## config.mk

```make
export PLATFORM = sky130hd
export DESIGN_NAME = xform_sequencer
export DESIGN_NICKNAME = d
export VERILOG_FILES = /design/src/rtl/matrix_pkg.sv /design/src/rtl/dot_product.sv /design/src/rtl/xform_sequencer.sv
export SDC_FILE = /design/constraint.sdc
export NUM_CORES = 2
export LEC_CHECK = 0
export CAP_MARGIN = 20
export CORE_MARGIN = 2
export CORE_UTILIZATION = 24
export CTS_CLUSTER_DIAMETER = 80
export DETAILED_ROUTE_END_ITERATION = 8
export GPL_TIMING_DRIVEN = 1
export SYNTH_ARGS = -nofsm -noshare
export SYNTH_HDL_FRONTEND = slang
export SYNTH_SLANG_ARGS = --single-unit
```

## constraint.sdc

```tcl
create_clock -name Clk -period 15.2 [get_ports Clk]
set_input_delay 2.28 -clock Clk [delete_from_list [all_inputs] [get_ports Clk]]
set_output_delay 2.28 -clock Clk [all_outputs]
set_load 0.005 [all_outputs]
```

## src/rtl/matrix_pkg.sv

```systemverilog
// Shared fixed-point types, FSM state encoding and identity-matrix helper for xform_sequencer.
package matrix_pkg;

  localparam int FXP_WI = 8;
  localparam int FXP_WF = 8;
  localparam int FXP_W  = FXP_WI + FXP_WF;

  typedef logic [FXP_W-1:0] fxp_t;
  typedef fxp_t [3:0]       vec4_t;
  // Row-major: element r*4+c is row r, column c.
  typedef fxp_t [15:0]      mat4_t;

  typedef enum logic [1:0] {
    IDLE = 2'd0,
    ROW  = 2'd1,
    DONE = 2'd2
  } xform_state_t;

  function automatic mat4_t mat_identity();
    mat4_t m;
    m = '0;
    for (int i = 0; i < 4; i++) m[i*5] = fxp_t'(1) << FXP_WF;
    return m;
  endfunction

endpackage

```

## src/rtl/dot_product.sv

```systemverilog
// Signed fixed-point 4-element dot product with round-half-up and wrapping output.
module dot_product #(
  parameter int WII = 8,
  parameter int WIF = 8,
  parameter int WOI = 8,
  parameter int WOF = 8
) (
  input  logic [3:0][WII+WIF-1:0] a,
  input  logic [3:0][WII+WIF-1:0] b,
  output logic [WOI+WOF-1:0]      y
);

  localparam int WIN = WII + WIF;
  localparam int WP  = 2 * WIN;
  localparam int WS  = WP + 2;
  // Products carry 2*WIF fraction bits; drop down to WOF with a half-LSB bias.
  localparam int SH  = 2 * WIF - WOF;
  localparam logic [WS-1:0] HALF = WS'(1) << (SH - 1);

  logic signed [WP-1:0] prod [4];
  logic signed [WS-1:0] acc;
  logic signed [WS-1:0] rnd;

  always_comb begin
    acc = '0;
    for (int i = 0; i < 4; i++) begin
      prod[i] = $signed(a[i]) * $signed(b[i]);
      acc     = acc + WS'(prod[i]);
    end
    rnd = acc + $signed(HALF);
    y   = (WOI+WOF)'(rnd >>> SH);
  end

endmodule

```

## src/rtl/xform_sequencer.sv

```systemverilog
// Applies a 4x4 fixed-point matrix to vertices one row per clock through a shared dot_product.
// Optional matrix double-buffering is enabled with `define XFORM_MAT_DBUF_EN.
module xform_sequencer
  import matrix_pkg::*;
#(
  parameter int WI = FXP_WI,
  parameter int WF = FXP_WF
) (
  input  logic         Clk,
  input  logic         Reset,
  input  logic         mat_valid,
  input  mat4_t        mat_in,
  output logic         mat_ready,
  input  logic         in_valid,
  input  vec4_t        in_vtx,
  output logic         in_ready,
  output logic         out_valid,
  output vec4_t        out_vtx,
  input  logic         out_ready,
  output logic         busy,
  output xform_state_t dbg_state
);

  if (WI != FXP_WI || WF != FXP_WF) begin : g_width_check
    $error("xform_sequencer WI/WF must match matrix_pkg FXP_WI/FXP_WF");
  end

  localparam logic [1:0] S_IDLE = IDLE;
  localparam logic [1:0] S_ROW  = ROW;
  localparam logic [1:0] S_DONE = DONE;

  // Every port pair transfers on a rising edge where valid && ready are both high.
  logic [1:0] state;
  logic [1:0] cnt;
  vec4_t      vtx_q;
  vec4_t      row_sel;
  mat4_t      mat_act;
  fxp_t       dp_y;
  logic       in_fire;
  logic       mat_fire;
  logic       out_fire;
  logic       mat_block;

  assign out_valid = (state == S_DONE);
  assign busy      = (state != S_IDLE);
  assign dbg_state = xform_state_t'(state);
  assign out_fire  = out_valid && out_ready;

`ifdef XFORM_MAT_DBUF_EN
  mat4_t mat_shadow;
  logic  pending;

  assign mat_ready = !pending;
  assign mat_block = pending || mat_valid;

  // The swap waits until no row is being computed so a vertex never mixes matrices.
  always_ff @(posedge Clk or posedge Reset) begin
    if (Reset) begin
      mat_act    <= mat_identity();
      mat_shadow <= mat_identity();
      pending    <= 1'b0;
    end else if (mat_fire) begin
      mat_shadow <= mat_in;
      pending    <= 1'b1;
    end else if (pending && state != S_ROW) begin
      mat_act <= mat_shadow;
      pending <= 1'b0;
    end
  end
`else
  assign mat_ready = (state == S_IDLE);
  assign mat_block = mat_valid;

  always_ff @(posedge Clk or posedge Reset) begin
    if (Reset) mat_act <= mat_identity();
    else if (mat_fire) mat_act <= mat_in;
  end
`endif

  // Matrix traffic wins over vertices so a new vertex always sees the newest matrix.
  assign in_ready = (state == S_IDLE || out_fire) && !mat_block;
  assign in_fire  = in_valid && in_ready;
  assign mat_fire = mat_valid && mat_ready;

  always_comb begin
    case (cnt)
      2'd0:    row_sel = mat_act[3:0];
      2'd1:    row_sel = mat_act[7:4];
      2'd2:    row_sel = mat_act[11:8];
      default: row_sel = mat_act[15:12];
    endcase
  end

  dot_product #(
    .WII(WI),
    .WIF(WF),
    .WOI(WI),
    .WOF(WF)
  ) u_dot (
    .a(row_sel),
    .b(vtx_q),
    .y(dp_y)
  );

  always_ff @(posedge Clk or posedge Reset) begin
    if (Reset) begin
      state   <= S_IDLE;
      cnt     <= 2'd0;
      vtx_q   <= '0;
      out_vtx <= '0;
    end else begin
      case (state)
        S_IDLE: begin
          if (in_fire) begin
            vtx_q <= in_vtx;
            cnt   <= 2'd0;
            state <= S_ROW;
          end
        end
        S_ROW: begin
          out_vtx[cnt] <= dp_y;
          cnt          <= cnt + 2'd1;
          if (cnt == 2'd3) state <= S_DONE;
        end
        S_DONE: begin
          if (in_fire) begin
            vtx_q <= in_vtx;
            cnt   <= 2'd0;
            state <= S_ROW;
          end else if (out_ready) begin
            state <= S_IDLE;
          end
        end
        default: state <= S_IDLE;
      endcase
    end
  end

endmodule
```

# ---- Word level (Yosys, flattened, before mapping)
# Index checks and enable logic that the tools add are counted.
dict set report classes {
  magnitude_cmp 2
  muxes 11
  mul 4
  eq_ne 9
  reduce_logical 15
  n_addsub 5
}
# cell n
set op_table {}
lappend op_table {{$pmux 64 s3} 1}
lappend op_table {{$mul 16x16->24} 4}
lappend op_table {{$add 24x24->24} 3}
lappend op_table {{$bwmux 64} 1}
lappend op_table {{$demux 16 s2} 1}
lappend op_table {{$add 24x9->24 const B} 1}
lappend op_table {{$mux 16} 1}
lappend op_table {{$mux 2} 5}
lappend op_table {{$eq 2x2->1 const B} 3}
lappend op_table {{$pmux 2 s3} 1}
lappend op_table {{$logic_and 1x1->1} 5}
lappend op_table {{$eq 2x1->1 const B} 2}
lappend op_table {{$logic_not 2->1} 2}
lappend op_table {{$ne 2x1->1 const B} 2}
lappend op_table {{$pmux 2 s2} 1}
lappend op_table {{$reduce_and 2->1} 2}
lappend op_table {{$reduce_bool 2->1} 2}
lappend op_table {{$lt 2x3->1 const B} 1}
lappend op_table {{$ne 3x1->1 const B} 1}
lappend op_table {{$reduce_and 3->1} 1}
lappend op_table {{$add 2x1->2 const B} 1}
lappend op_table {{$ge 2x1->1 const B} 1}
lappend op_table {{$ne 2x2->1 const B} 1}
lappend op_table {{$reduce_or 2->1} 1}
lappend op_table {{2 further kinds} 2}
dict set report word_totals {
  in_bits 325
  out_inout_bits 70
  reg_bits 388
}

# ---- Longest topological paths before layout
dict set report depth {
  depth_word 8
  depth_mapped 39
  ltp_nobuf 34
}

# ---- By module
# A second synthesis with hierarchy kept.
dict set report unflattened {
  hier_cells 4286
  area_unflattened_um2 47426.7
}
# module area_each_um2 seq_area_each_um2 cells_per_inst n_inst
set by_module_without_submodules {}
lappend by_module_without_submodules {dot_product 30183.9 0.0 3224 1}
lappend by_module_without_submodules {xform_sequencer 17242.8 9714.3 1062 1}

# ---- Least setup slack after synthesis
# Ideal clock, no wire load.
dict set report synth_path {
  kind {register to register}
  from {register cnt[0]}
  to {register out_vtx[63] in the netlist's numbering}
  path_slack_ps 5474
  arrival_time_ps 9605
  t_required_ps 15079
  path_stages_with_launch 36
  setup_time_ps 121
  n_path_buf 5
  synth_period_minus_slack_ps 9726
  path_cell_list {dfrtp_1 -> ha_1 -> inv_2 -> buf_2 -> clkbuf_1 -> clkbuf_1 -> buf_1 -> nor2_1 -> a21oi_1 -> clkbuf_1 -> nand2_1 -> fa_1 -> inv_1 -> fa_1 -> fa_1 -> inv_1 -> fa_1 -> fa_1 -> inv_1 -> fa_1 -> fa_1 -> fa_1 -> fa_1 -> inv_1 -> fa_1 -> inv_1 -> ha_1 -> a21oi_1 -> nand2_1 -> a311o_1 -> a41oi_2 -> a21oi_1 -> nor2_2 -> o211ai_2 -> xor3_2 -> o21ai_2}
}
dict set report synth_between {
  elab_chain_len 8
  elab_cells_between_ends 18
}
# element line
set synth_lines {}
lappend synth_lines {{from (decl)} xform_sequencer.sv:34} ;# logic [1:0] cnt;
lappend synth_lines {{from (signal assigned)} xform_sequencer.sv:122} ;# cnt <= cnt + 2'd1;
lappend synth_lines {{$eq 2x2->1 (tied with other cells)} xform_sequencer.sv:86} ;# case (cnt)
lappend synth_lines {{$pmux 64 s3} xform_sequencer.sv:86}
lappend synth_lines {{$mul 16x16->24} dot_product.sv:27} ;# prod[i] = $signed(a[i]) * $signed(b[i]);
lappend synth_lines {{$add 24x24->24 (3 in a row)} dot_product.sv:28} ;# acc = acc + WS'(prod[i]);
lappend synth_lines {{$add 24x9->24} dot_product.sv:30} ;# rnd = acc + $signed(HALF);
lappend synth_lines {{$bwmux 64 (*)} xform_sequencer.sv:121} ;# out_vtx[cnt] <= dp_y;
lappend synth_lines {{to (signal, indexed assignment)} xform_sequencer.sv:121}
lappend synth_lines {{to (decl)} xform_sequencer.sv:18} ;# output vec4_t out_vtx,
# Mark *: on every way between the ends. The rest lies on a longest branch, timed or not.
# A chain may end at the register's enable or synchronous reset.

# ---- Final worst setup path
dict set report layout_path {
  from {register cnt[0]}
  to {register out_vtx[31] in the netlist's numbering}
}
# The elaborated chain is that of the path after synthesis.

==> metrics.csv <==
stage;metric;value;unit
critical_path;cp_data_arrival_time;11.44;ns
synthesis;netlist_instances;4390;
critical_path;worst_path_max_delay_cell;xnor3_1;
final_layout;final_common_cell;inv_1;
synthesis;synth-seq-cells;388;
sta;skew;0.0400;ns
placed_design;dp_cells;7176;
critical_path;critPathRequiredTime;15.77;ns
final_layout;most-common-layout-cells;inv_1, fa_1, and2_1;
placed_design;port-buffer-count;394;
detailed_routing;wire_per_inst;19.1;um
clock_tree;clock_sinks;388;
global_routing;grt_overflow;0;
clock_tree;root_buffer;clkbuf_16;
synthesis;synth_compound_area_frac;0.0335;
clock_tree;cts_setup_buffers;0;
final_layout;synthToLayoutAreaGrowth;18.6;%
floorplan;die_area;0.196;mm^2
floorplan;fp.dieW;443;um
sta;setup_viol;0;
floorplan;io_pins;395;
sta;relSlewSlack;0.266;
final_layout;nets;6127;
global_routing;grt_max_degree;142;
sta;period_share;0.715;
synthesis;synthAdderAreaFrac;0.439;
sta;post-route-min-period;10.87;ns
synthesis;synth_top_family_by_area;adder cells;
clock_tree;clock_path_buffers;3;
placed_design;place_ws;4.37;ns
synthesis;ys_seq_area_frac;0.210;
clock_tree;post_cts_resized;0;
synthesis;synth_edf_count;0;
synthesis;ys.flop_type;dfrtp_1;
sta;fmax;92.0;MHz
critical_path;criticalPathCategory;register to register;
job;max_cap_violations;0;
floorplan;start_util;0.241;
clock_tree;clk_pin_slew;0.06;ns
detailed_routing;drt-total-wl;139000;um
detailed_routing;postRouteAntennaNets;0;
detailed_routing;drtIter0Drc;2118;
global_routing;antenna_found_initial;18;
final_layout;final_layout_size_suffix_gt1_frac;0.109;
detailed_routing;vias_per_cell;4.31;
final_layout;fin_cells;7272;
sta;finalMaxSlewViolations;0;
detailed_routing;dr.pass1.iters;8;
placed_design;globalplace.congestion;0.911;
synthesis;yosys-mux-area-fraction;0.0780;
floorplan;row_count;161;
global_routing;grt_first_pass_wirelength;215000;um
clock_tree;clock_latency;0.68;ns
clock_tree;cts_buffers;51;
detailed_routing;routed-via-count;31318;
clock_tree;htree_levels;2;
sta;rsz0062_at_grt;false;
global_routing;grt_pass1_vias;34922;
floorplan;die_h;443;um
critical_path;start_kind;register;
synthesis;synth-simple-area-share;0.119;
synthesis;synth_xor_area_frac;0.0228;
run_status;status;completed;
sta;finalHoldViolCount;0;
synthesis;synth-async-reset-ratio;1.00;
synthesis;ys_types;58;
critical_path;crit_fanout;47;
synthesis;syn_area;0.0462;mm^2
critical_path;critPathMaxStageDelay;0.61;ns
sta;tightestPinTransition;1.10;ns
sta;setup_tns;0;ns
critical_path;cp_common_cell;fa_1;
clock_tree;cts_tree;built;
synthesis;syn_nets;5814;
min_path;min_path_type;register to register;
global_routing;gr-usage-all-layers;0.144;
clock_tree;cts_hold_buf;0;
placed_design;dp_hpwl;116000;um
synthesis;yosys_warnings;0;
floorplan;core;0.192;mm^2
detailed_routing;drt_drc_violations_left;0;
synthesis;syn_area_per_cell;10.5;um^2
sta;setup_slack;4.33;ns
critical_path;endpoint_kind;register;
## cell usage after synthesis, types with 38 or more instances
cell type,number,area share
nor2b_1,49,0.0066
a222oi_1,63,0.014
clkbuf_1,172,0.014
nand2_1,475,0.039
o21ai_0,61,0.0066
nor2_1,38,0.0031
ha_1,229,0.062
and2_1,477,0.065
dfrtp_1,384,0.21
fa_1,870,0.38
xnor2_1,85,0.016
a21oi_1,63,0.0068
mux2_2,320,0.078
inv_1,958,0.078
## path summary, 6_finish.rpt
kind	to	from	cells past startpoint	slack, ns
setup / recovery	out_vtx[31]	cnt[0]	31	4.33
hold reg to reg	out_vtx[61]	out_vtx[61]	2	0.48
hold / removal	out_vtx[61]	out_vtx[61]	2	0.48
min in group asynchronous	mat_act[138]	Reset	2	2.18
max in group asynchronous	vtx_q[29]	Reset	4	10.77
setup reg to reg	out_vtx[31]	cnt[0]	31	4.33
## cell families (layout without fill, tap and decap cells)
group | Yosys count | count (layout)
fa+ha+maj | 1099 | 1099
mux | 320 | 320
flops | 388 | 388
compound gates | 224 | 224
simple gates | 1084 | 1084
other cells | 0 | 2
xor+xnor | 111 | 111
buf+inv | 1164 | 1518
## metrics by stage
step	instance area, um^2	hold WS (ns)	util
2_1_floorplan	46200	0.473	-
6_report	54800	0.477	0.286
4_1_cts	54800	0.483	0.286
3_5_place_dp	53000	0.470	0.276
3_3_place_gp	53000	0.461	0.276
5_1_grt	54800	0.505	0.286
## routing by layer
metal  vias to the layer above  global-route usage  part of all wire
met1                     16393               0.181              0.41
li1                      13764                   -                 -
met2                       946               0.248              0.49
met5                         -                   0            0.0012
met4                        28              0.0447             0.033
met3                       187              0.0293             0.066
## area by class of cell
cell class,count,area (um^2)
diodes,2,5.00
clock buffers,67,1430
clock inverters,27,337
fillers,20063,137000
inverters,959,3610
multi-input cells,2838,32000
flip-flops and latches,388,9710
well taps,2526,3160
repair buffers,465,4490
## critical path, delay by kind of cell (launching register included)
family          cells  cell delay (ns)
simple gates        1             0.19
compound gates      3             0.91
fa+ha+maj          11             5.49
xor+xnor            8             2.36
flops               1             0.42
buf+inv             8             1.34
## state kept, by name, indices dropped and copies added, names as in the netlist
name	flops
mat_act	256
out_vtx	64
dbg_state	2
cnt	2
vtx_q	64
Power is left out: the tool's default activity adds up to more than one toggle a clock period on the data nets, which glitch-free logic cannot reach.
